$ cat src/rtl/pipe_elastic_pkg.sv
// Shared definitions for the elastic inter-stage register chains of the core.
// Holds default geometry, the per-stage control struct and the occupancy width helper.
package pipe_pkg;

  localparam int PIPE_WIDTH = 32;
  localparam int PIPE_DEPTH = 3;

  typedef struct packed {
    logic valid;
    logic flush;
  } stage_ctrl_t;

  function automatic int cnt_w(input int depth);
    return $clog2(depth + 1);
  endfunction

endpackage

$ cat src/rtl/pipe_elastic_if.sv
// Handshake bundle between an elastic pipeline chain and its producer/consumer.
// The slave modport is the chain itself; master is the surrounding logic.
interface pipe_elastic_if #(
  parameter int WIDTH = pipe_pkg::PIPE_WIDTH,
  parameter int DEPTH = pipe_pkg::PIPE_DEPTH
) ();
  import pipe_pkg::*;

  logic                      in_valid;
  logic                      in_ready;
  logic [WIDTH-1:0]          in_data;
  logic                      out_valid;
  logic                      out_ready;
  logic [WIDTH-1:0]          out_data;
  logic [DEPTH-1:0]          flush_vec;
  logic [cnt_w(DEPTH)-1:0]   occupancy;

  modport slave (
    input  in_valid,
    input  in_data,
    input  out_ready,
    input  flush_vec,
    output in_ready,
    output out_valid,
    output out_data,
    output occupancy
  );

  modport master (
    output in_valid,
    output in_data,
    output out_ready,
    output flush_vec,
    input  in_ready,
    input  out_valid,
    input  out_data,
    input  occupancy
  );

endinterface

$ cat src/rtl/pipe_elastic_slot.sv
// One stage of the elastic chain: valid/data flops, kill logic and load enable.
// Reports its next-state valid so the parent can keep a registered occupancy.
module pipe_slot
  import pipe_pkg::*;
#(
  parameter int WIDTH = PIPE_WIDTH
) (
  input  logic             clk,
  input  logic             rst_n,
  input  logic             i_en,
  input  logic             i_valid,
  input  logic [WIDTH-1:0] i_data,
  input  logic             i_flush,
  output logic             o_live,
  output logic             o_valid_next,
  output logic [WIDTH-1:0] o_data
);

  logic             r_valid;
  logic [WIDTH-1:0] r_data;
  stage_ctrl_t      w_ctrl;
  logic             w_live;
  logic             w_valid_next;
  logic             w_load;

  assign w_ctrl = '{valid: r_valid, flush: i_flush};
  assign w_live = w_ctrl.valid & ~w_ctrl.flush;

  // A stalled stage keeps only a surviving entry; a flushed one drops out at the edge.
  assign w_valid_next = i_en ? i_valid : w_live;
  assign w_load       = i_en & i_valid;

  always_ff @(posedge clk or negedge rst_n) begin
    if (!rst_n) begin
      r_valid <= 1'b0;
      r_data  <= '0;
    end else begin
      r_valid <= w_valid_next;
      if (w_load) begin
        r_data <= i_data;
      end
    end
  end

  assign o_live       = w_live;
  assign o_valid_next = w_valid_next;
  assign o_data       = r_data;

endmodule

$ cat src/rtl/pipe_elastic.sv
// Elastic DEPTH-stage register chain with valid/ready, per-stage flush and stall.
// Define PIPE_BUBBLE_COLLAPSE_EN for per-stage ready (bubbles squeezed); default is lockstep.
module pipe_elastic
  import pipe_pkg::*;
#(
  parameter int WIDTH = PIPE_WIDTH,
  parameter int DEPTH = PIPE_DEPTH
) (
  input  logic          clk,
  input  logic          rst_n,
  pipe_elastic_if.slave bus
);

  localparam int CNT_W = cnt_w(DEPTH);

  if (DEPTH < 1) begin : g_bad_depth
    $error("pipe_elastic: DEPTH must be at least 1");
  end

  logic [DEPTH-1:0] w_live;
  logic [DEPTH-1:0] w_valid_next;
  logic [DEPTH-1:0] w_en;
  logic [WIDTH-1:0] w_data [DEPTH];
  logic [CNT_W-1:0] w_cnt;
  logic [CNT_W-1:0] r_occ;

`ifdef PIPE_BUBBLE_COLLAPSE_EN
  // Ready ripples from the exit toward the entry; any empty stage absorbs a stall.
  always_comb begin
    logic v_rdy;
    w_en  = '0;
    v_rdy = bus.out_ready;
    for (int i = DEPTH - 1; i >= 0; i--) begin
      v_rdy   = ~w_live[i] | v_rdy;
      w_en[i] = v_rdy;
    end
  end
`else
  logic w_adv;

  assign w_adv = ~w_live[DEPTH-1] | bus.out_ready;
  assign w_en  = {DEPTH{w_adv}};
`endif

  for (genvar i = 0; i < DEPTH; i++) begin : g_stage
    logic             w_in_valid;
    logic [WIDTH-1:0] w_in_data;

    if (i == 0) begin : g_entry
      assign w_in_valid = bus.in_valid;
      assign w_in_data  = bus.in_data;
    end else begin : g_inner
      assign w_in_valid = w_live[i-1];
      assign w_in_data  = w_data[i-1];
    end

    pipe_slot #(
      .WIDTH (WIDTH)
    ) u_slot (
      .clk          (clk),
      .rst_n        (rst_n),
      .i_en         (w_en[i]),
      .i_valid      (w_in_valid),
      .i_data       (w_in_data),
      .i_flush      (bus.flush_vec[i]),
      .o_live       (w_live[i]),
      .o_valid_next (w_valid_next[i]),
      .o_data       (w_data[i])
    );
  end

  always_comb begin
    w_cnt = '0;
    for (int i = 0; i < DEPTH; i++) begin
      w_cnt = w_cnt + CNT_W'(w_valid_next[i]);
    end
  end

  always_ff @(posedge clk or negedge rst_n) begin
    if (!rst_n) begin
      r_occ <= '0;
    end else begin
      r_occ <= w_cnt;
    end
  end

  assign bus.in_ready  = w_en[0];
  assign bus.out_valid = w_live[DEPTH-1];
  assign bus.out_data  = w_data[DEPTH-1];
  assign bus.occupancy = r_occ;

endmodule

$ cat src/flat_wrapper.sv
// flat-port wrapper written by rule: the top's interface ports become plain ports
module pipe_elastic_flat import pipe_pkg::*;
#(
  parameter int WIDTH = PIPE_WIDTH,
  parameter int DEPTH = PIPE_DEPTH
)
  (clk, rst_n, bus_in_valid, bus_in_data, bus_out_ready, bus_flush_vec, bus_in_ready, bus_out_valid, bus_out_data, bus_occupancy);
  pipe_elastic_if #(.WIDTH(WIDTH), .DEPTH(DEPTH)) bus_i ();
  input  logic clk;
  input  logic rst_n;
  input wire logic [$bits(bus_i.in_valid)-1:0] bus_in_valid;
  input wire logic [$bits(bus_i.in_data)-1:0] bus_in_data;
  input wire logic [$bits(bus_i.out_ready)-1:0] bus_out_ready;
  input wire logic [$bits(bus_i.flush_vec)-1:0] bus_flush_vec;
  output wire logic [$bits(bus_i.in_ready)-1:0] bus_in_ready;
  output wire logic [$bits(bus_i.out_valid)-1:0] bus_out_valid;
  output wire logic [$bits(bus_i.out_data)-1:0] bus_out_data;
  output wire logic [$bits(bus_i.occupancy)-1:0] bus_occupancy;
  assign bus_i.in_valid = bus_in_valid;
  assign bus_i.in_data = bus_in_data;
  assign bus_i.out_ready = bus_out_ready;
  assign bus_i.flush_vec = bus_flush_vec;
  assign bus_in_ready = bus_i.in_ready;
  assign bus_out_valid = bus_i.out_valid;
  assign bus_out_data = bus_i.out_data;
  assign bus_occupancy = bus_i.occupancy;
  pipe_elastic #(.WIDTH(WIDTH), .DEPTH(DEPTH)) u_core (.clk(clk), .rst_n(rst_n), .bus(bus_i));
endmodule
$ cat config.mk
export PLATFORM = sky130hd
export DESIGN_NAME = pipe_elastic_flat
export DESIGN_NICKNAME = d
export VERILOG_FILES = /design/src/rtl/pipe_elastic_pkg.sv /design/src/rtl/pipe_elastic_if.sv /design/src/rtl/pipe_elastic_slot.sv /design/src/rtl/pipe_elastic.sv /design/src/flat_wrapper.sv
export SDC_FILE = /design/constraint.sdc
export NUM_CORES = 1
export LEC_CHECK = 0
export ABC_AREA = 0
export BUFFER_PORTS_ARGS = -buffer_cell sky130_fd_sc_hd__clkbuf_2
export CORE_MARGIN = 5
export CORE_UTILIZATION = 55
export CTS_BUF_LIST = sky130_fd_sc_hd__clkbuf_16
export CTS_CLUSTER_SIZE = 14
export DETAILED_ROUTE_END_ITERATION = 16
export PLACE_DENSITY = 0.85
export SYNTH_ARGS = -nofsm -noshare
export SYNTH_HDL_FRONTEND = slang
export SYNTH_HIERARCHICAL = 1
export SYNTH_SLANG_ARGS = --single-unit
$ cat constraint.sdc
create_clock -name clk -period 4.3 [get_ports clk]
set_input_delay 0.215 -clock clk [delete_from_list [all_inputs] [get_ports clk]]
set_output_delay 0.215 -clock clk [all_outputs]
set_load 0.005 [all_outputs]
==> results.txt, run 1 <==
Fin crit period - 1.96 ns
VDD IR-drop max - 0.000229 V
Cells after synthesis - 217
Power Density - 549 nW/µm²
Design Power - 0.00269 W
Clk pin slew, worst setup/hold paths - 0.07 ns
Post-synthesis async set-or-reset flop share - 100%
First-pass GRT wire length - 11700 µm
Sequential-to-total area share from yosys stat - 59.6%
Final WL - 6960 µm
Fin. max-slew vios - 0
EDFF count, synth - 0
Synth-to-layout area growth - 15.6%
Max_cap viols - 0
Clock tree sinks - 101
CTS tree - built
Worst slack, placed - 2.34 ns
Vias in the first global route - 2160
Drt pass-1 iters - 4
CTS H-tree lvls - 3
Post-route ant nets - 0
Dpl cells - 385
Post_cts resized - 0
Cts hold-fix bufs - 1
Initial Util - 55.7%
Final hold vios - 0
Clk_skew - 0.00472 ns
Area share of the largest cell type after synthesis - 59.6%
Top FF cell, synth - dfrtp_1
Maximum clock frequency - 511 MHz
Synth top area cells - dfrtp_1 60%, mux2_4 32%, buf_12 4.3%, mux2_2 2.4%, nand2_4 0.80%
Syn Area/Cell - 19.5 µm²
Final worst-path setup slack - 2.34 ns
DRC violation count after routing - 0
Leak - 2.53 nW
Initial detailed-routing violation count - 72
N_diodes - 0
Cells along the critical path - nor2b_1, nand2b_1, nand2_4, mux2_2
Relative slew slack - 55.4%
Cell Area, Synth - 4240 µm²
Count leader, synth - dfrtp_1
Die ar. - 9560 µm²
Chip height - 97.8 µm
Combinational power share - 19.9%
Worst Hold Class - input port to flip-flop
HPWL Detailed - 4750 µm
YS warnings - 6
Final Setup Violations - 0
Fin crit share - 45.5%
Synth cell types - 8
Cell taking the most area after synthesis - dfrtp_1
TritonCTS Buffers - 9
Internal power - 0.00205 W
Largest net degree at the start of global routing - 55
Critical Path Sink Type - flip-flop
CP max-delay cell - nand2_4
Port Buffer Count - 74
Layout Nets - 335
Critical path type - flip-flop to flip-flop
Core Footprint - 7610 µm²
Critical path required time - 4.52 ns
Clock network power share - 32.0%
Largest stage delay, worst path - 0.59 ns
Synth top cells by count - 101 x dfrtp_1, 90 x mux2_4, 9 x buf_12, 9 x mux2_2
Row cnt - 32
WP buf/inv - 0
Gp weighted congestion - 0.712
Non-Filler Instances - 402
CP Launch Type - flip-flop
RSZ-0062 raised after global routing - no
Bufs on Longest Clock Path - 2
Synth Register Bits - 101
Layout cells sized above 1 - 64.3%
Top-level port count - 75
Sequential share of power - 48.2%
Sw Ratio - 23.8%
Setup TNS - 0 ns
Worst-margin pin slew - 0.669 ns
Worst skew pair latency - 0.33 ns
P_sw - 0.000641 W
Syn nets - 257
All-Layer GR Usage - 15.5%
Outcome - finished clean
Chip width - 97.8 µm
Post-CTS Setup Repair Bufs - 0
Vias - 2012
Vias per cell - 5.00
WP data arrival - 2.18 ns
CTS root buf - clkbuf_16
Critical-path maximum fanout - 32
Cell family with most CP delay - simple AND/OR/NAND/NOR gates
WL per Instance - 17.3 µm
Initial antenna violation count - 0
Gr ovfl total - 0
## worst reg2reg max path, stage by stage (launching register included)
cell	delay, ns
dfrtp_1	0.33
nor2b_1	0.20
nand2b_1	0.31
nand2_4	0.59
mux2_2	0.42
## logic make-up after synthesis
kind of cell | synth area share [%]
DFF | 59.6
and+or+nand+nor | 1.39
adders and majority gates | 0.472
buffers and inverters | 4.25
muxes | 34.3
## routing by layer
metal	global-route usage [%]	vias to the layer above	routed length, µm
met1	22.3	1030	3230
li1	-	912	-
met2	22.6	59	3240
met4	6.39	0	123
met3	3.79	11	365
met5	0	-	0
## through the flow
stage | instance area [µm²] | util [%] | hold slack [ns]
after floorplan | 4240 | - | -0.0806
after global placement | 4570 | 60.0 | 0.288
after detailed placement | 4570 | 60.0 | 0.300
after CTS | 4900 | 64.4 | 0.103
after global routing | 4900 | 64.4 | 0.102
final | 4900 | 64.4 | 0.106
## placed cells by master, fill, tap and decap left out
cell / instances
nand2_4: 3
clkbuf_2: 73
mux2_2: 9
fa_1: 1
inv_6: 2
nor2b_1: 3
buf_4: 2
dlygate4sd3_1: 1
mux2_4: 90
dfrtp_1: 101
bufinv_16: 2
clkbuf_16: 9
nand2b_1: 1
clkinv_2: 1
clkinvlp_4: 2
## state kept, by name (all words and copies together) (netlist names)
| name | cells |
|---|---|
| u_core/bus.occupancy | 2 |
| u_core/g_stage.u_slot/o_data | 96 |
| u_core/g_stage.u_slot/r_valid | 3 |
## cell type report
type	instances	area (µm²)
clock buffer	9	225
sequential	101	2530
tap	102	128
clock inverter	7	97.6
fill	553	2710
multi-input combinational	107	1530
timing repair buffer	76	390
## final timing paths
path	cells after the start	end	slack, ns	start
worst min register to register	1	u_core/g_stage[2].u_slot/o_data[27]	0.50	u_core/g_stage[2].u_slot/o_data[27]
worst max register to register	4	u_core/g_stage[2].u_slot/o_data[31]	2.34	u_core/g_stage[2].u_slot/r_valid
min in group asynchronous	2	u_core/g_stage[2].u_slot/o_data[3]	0.46	rst_n
worst min-delay path	2	u_core/g_stage[0].u_slot/o_data[14]	0.11	bus_in_data[14]
max in group asynchronous	3	u_core/g_stage[1].u_slot/o_data[14]	2.80	rst_n
worst max-delay path	4	u_core/g_stage[2].u_slot/o_data[31]	2.34	u_core/g_stage[2].u_slot/r_valid
## power groups by stage
stage               Clock (W)  Combinational [W]  Sequential (W)
finish               0.000860           0.000534         0.00130
global placement            0           0.000527         0.00130
global route         0.000922           0.000576         0.00132
detailed placement          0           0.000543         0.00131
CTS                  0.000878           0.000547         0.00130
floorplan                   0           0.000358         0.00129
Note: power is estimated with default switching activity, not from simulation.
==> inputs of run 2 (changes only) <==
Settings changed: CORE_UTILIZATION 55 to 50, PLACE_DENSITY 0.85 to 0.81.
Clock period 4.3 ns to 1.8 ns, I/O delays scaled along.
==> run 2 against run 1 <==
Die area grew 9.0%. Critical path type unchanged. Clock-buffer cell count is the same. Non-clock buffer count grew 32. Sequential share of layout area shrank 3.4 points. Clock skew grew 0.0011 ns.
==> results.txt, run 2 (synthesized netlist as in run 1, its figures left out) <==
Top-level port count - 75
Final Setup Violations - 0
Internal power - 0.00465 W
Die ar. - 10400 µm²
CTS root buf - clkbuf_16
Post-CTS Setup Repair Bufs - 0
Critical path required time - 2.00 ns
CTS tree - built
Port Buffer Count - 74
Setup TNS - 0 ns
Clk_skew - 0.00580 ns
Outcome - finished clean
CP Launch Type - flip-flop
Chip height - 102 µm
Max_cap viols - 0
VDD IR-drop max - 0.000625 V
Synth-to-layout area growth - 23.8%
TritonCTS Buffers - 9
First-pass GRT wire length - 11700 µm
Post-route ant nets - 0
Row cnt - 33
Final WL - 6980 µm
Layout cells sized above 1 - 59.6%
Combinational power share - 22.1%
DRC violation count after routing - 0
Sequential share of power - 50.5%
Post-Route Utilization - 63.5%
Clock network power share - 27.4%
Power Density - 1170 nW/µm²
Vias in the first global route - 2374
Fin crit period - 1.62 ns
Sw Ratio - 24.0%
Critical Path Sink Type - flip-flop
Clock tree sinks - 101
Initial Util - 51.3%
Worst-margin pin slew - 0.330 ns
Largest net degree at the start of global routing - 57
Hold WS - 0.0121 ns
CP max-delay cell - fa_1
Fin. max-slew vios - 0
Fin crit share - 89.8%
Non-Filler Instances - 438
Vias per cell - 4.76
Gr ovfl total - 0
RSZ-0062 raised after global routing - no
Initial detailed-routing violation count - 15
Drt pass-1 iters - 3
Bufs on Longest Clock Path - 2
All-Layer GR Usage - 14.7%
Core Footprint - 8260 µm²
Max FFs per register - 96
WP data arrival - 1.82 ns
Chip width - 102 µm
P_sw - 0.00147 W
Clk pin slew, worst setup/hold paths - 0.06 ns
Vias - 2085
Final hold vios - 0
CTS H-tree lvls - 3
Largest stage delay, worst path - 0.48 ns
Worst slack, placed - 0.174 ns
Worst skew pair latency - 0.33 ns
Dpl cells - 396
Leading cell types in the layout, fill and taps excluded - 101 x dfrtp_1, 90 x mux2_4, 73 x clkbuf_2
Critical-path maximum fanout - 5
Layout Nets - 367
Cells along the critical path - nor2b_1, nand2b_2, mux2_2, fa_1
Leak - 2.69 nW
Critical path type - flip-flop to flip-flop
WL per Instance - 15.9 µm
HPWL Detailed - 4840 µm
Commonest non-fill, non-tap cell in the layout - dfrtp_1
Final worst-path setup slack - 0.184 ns
Relative slew slack - 77.9%
Worst Hold Class - input port to flip-flop
Gp weighted congestion - 0.695
Maximum clock frequency - 619 MHz
Initial antenna violation count - 0
run 2: final cells by class:
type	instances	area, µm²
tap	105	131
sequential	101	2530
antenna	1	2.50
timing repair buffer	108	791
clock inverter	7	35.0
multi-input combinational	107	1530
fill	615	3010
clock buffer	9	225
run 2: metal layers:
layer / vias to the layer above / GRT usage (%) / share of wire [%]
li1: 974 / - / -
met1: 1055 / 19.9 / 47
met2: 47 / 22.5 / 47
met3: 9 / 4.23 / 5.2
met4: 0 / 5.85 / 1.5
met5: - / 0 / 0
run 2: final timing paths:
path | startpoint | to | depth (start not counted) | slack (ns)
hold / removal | bus_in_data[21] | u_core/g_stage[0].u_slot/o_data[21] | 2 | 0.01
setup reg to reg | u_core/g_stage[2].u_slot/r_valid | u_core/bus.occupancy[0] | 4 | 0.18
min in group asynchronous | rst_n | u_core/g_stage[0].u_slot/o_data[26] | 2 | 0.14
hold reg to reg | u_core/g_stage[1].u_slot/o_data[31] | u_core/g_stage[2].u_slot/o_data[31] | 1 | 0.50
setup / recovery | u_core/g_stage[2].u_slot/r_valid | u_core/bus.occupancy[0] | 4 | 0.18
max in group asynchronous | rst_n | u_core/g_stage[2].u_slot/o_data[6] | 3 | 1.14
run 2: per-stage QoR:
step	instance area (µm²)	power, W
finish	5250	0.00612
global route	5240	0.00646
CTS	5230	0.00622
detailed placement	4730	0.00447
global placement	4730	0.00440
floorplan	4240	0.00393
run 2: power groups by stage:
stage / sequential [W] / clock [W] / combinational, W
floorplan: 0.00307 / 0 / 0.000855
global placement: 0.00310 / 0 / 0.00130
detailed placement: 0.00313 / 0 / 0.00134
CTS: 0.00310 / 0.00174 / 0.00138
global route: 0.00316 / 0.00184 / 0.00146
finish: 0.00309 / 0.00168 / 0.00135
run 2: critical path, delay by kind of cell (launching register included):
| kind | cells | cell delay, ns |
|---|---|---|
| muxes | 1 | 0.37 |
| adders and majority gates | 1 | 0.48 |
| DFF | 1 | 0.37 |
| and+or+nand+nor | 2 | 0.27 |
run 2: timing repair:
| item | 4_1_cts | 5_1_grt |
|---|---|---|
| hold endpoints to repair | 124 | 1 |
| gates resized for setup | 0 | 0 |
| endpoints found under the setup margin | 0 | 0 |
| hold buffers | 24 | 1 |
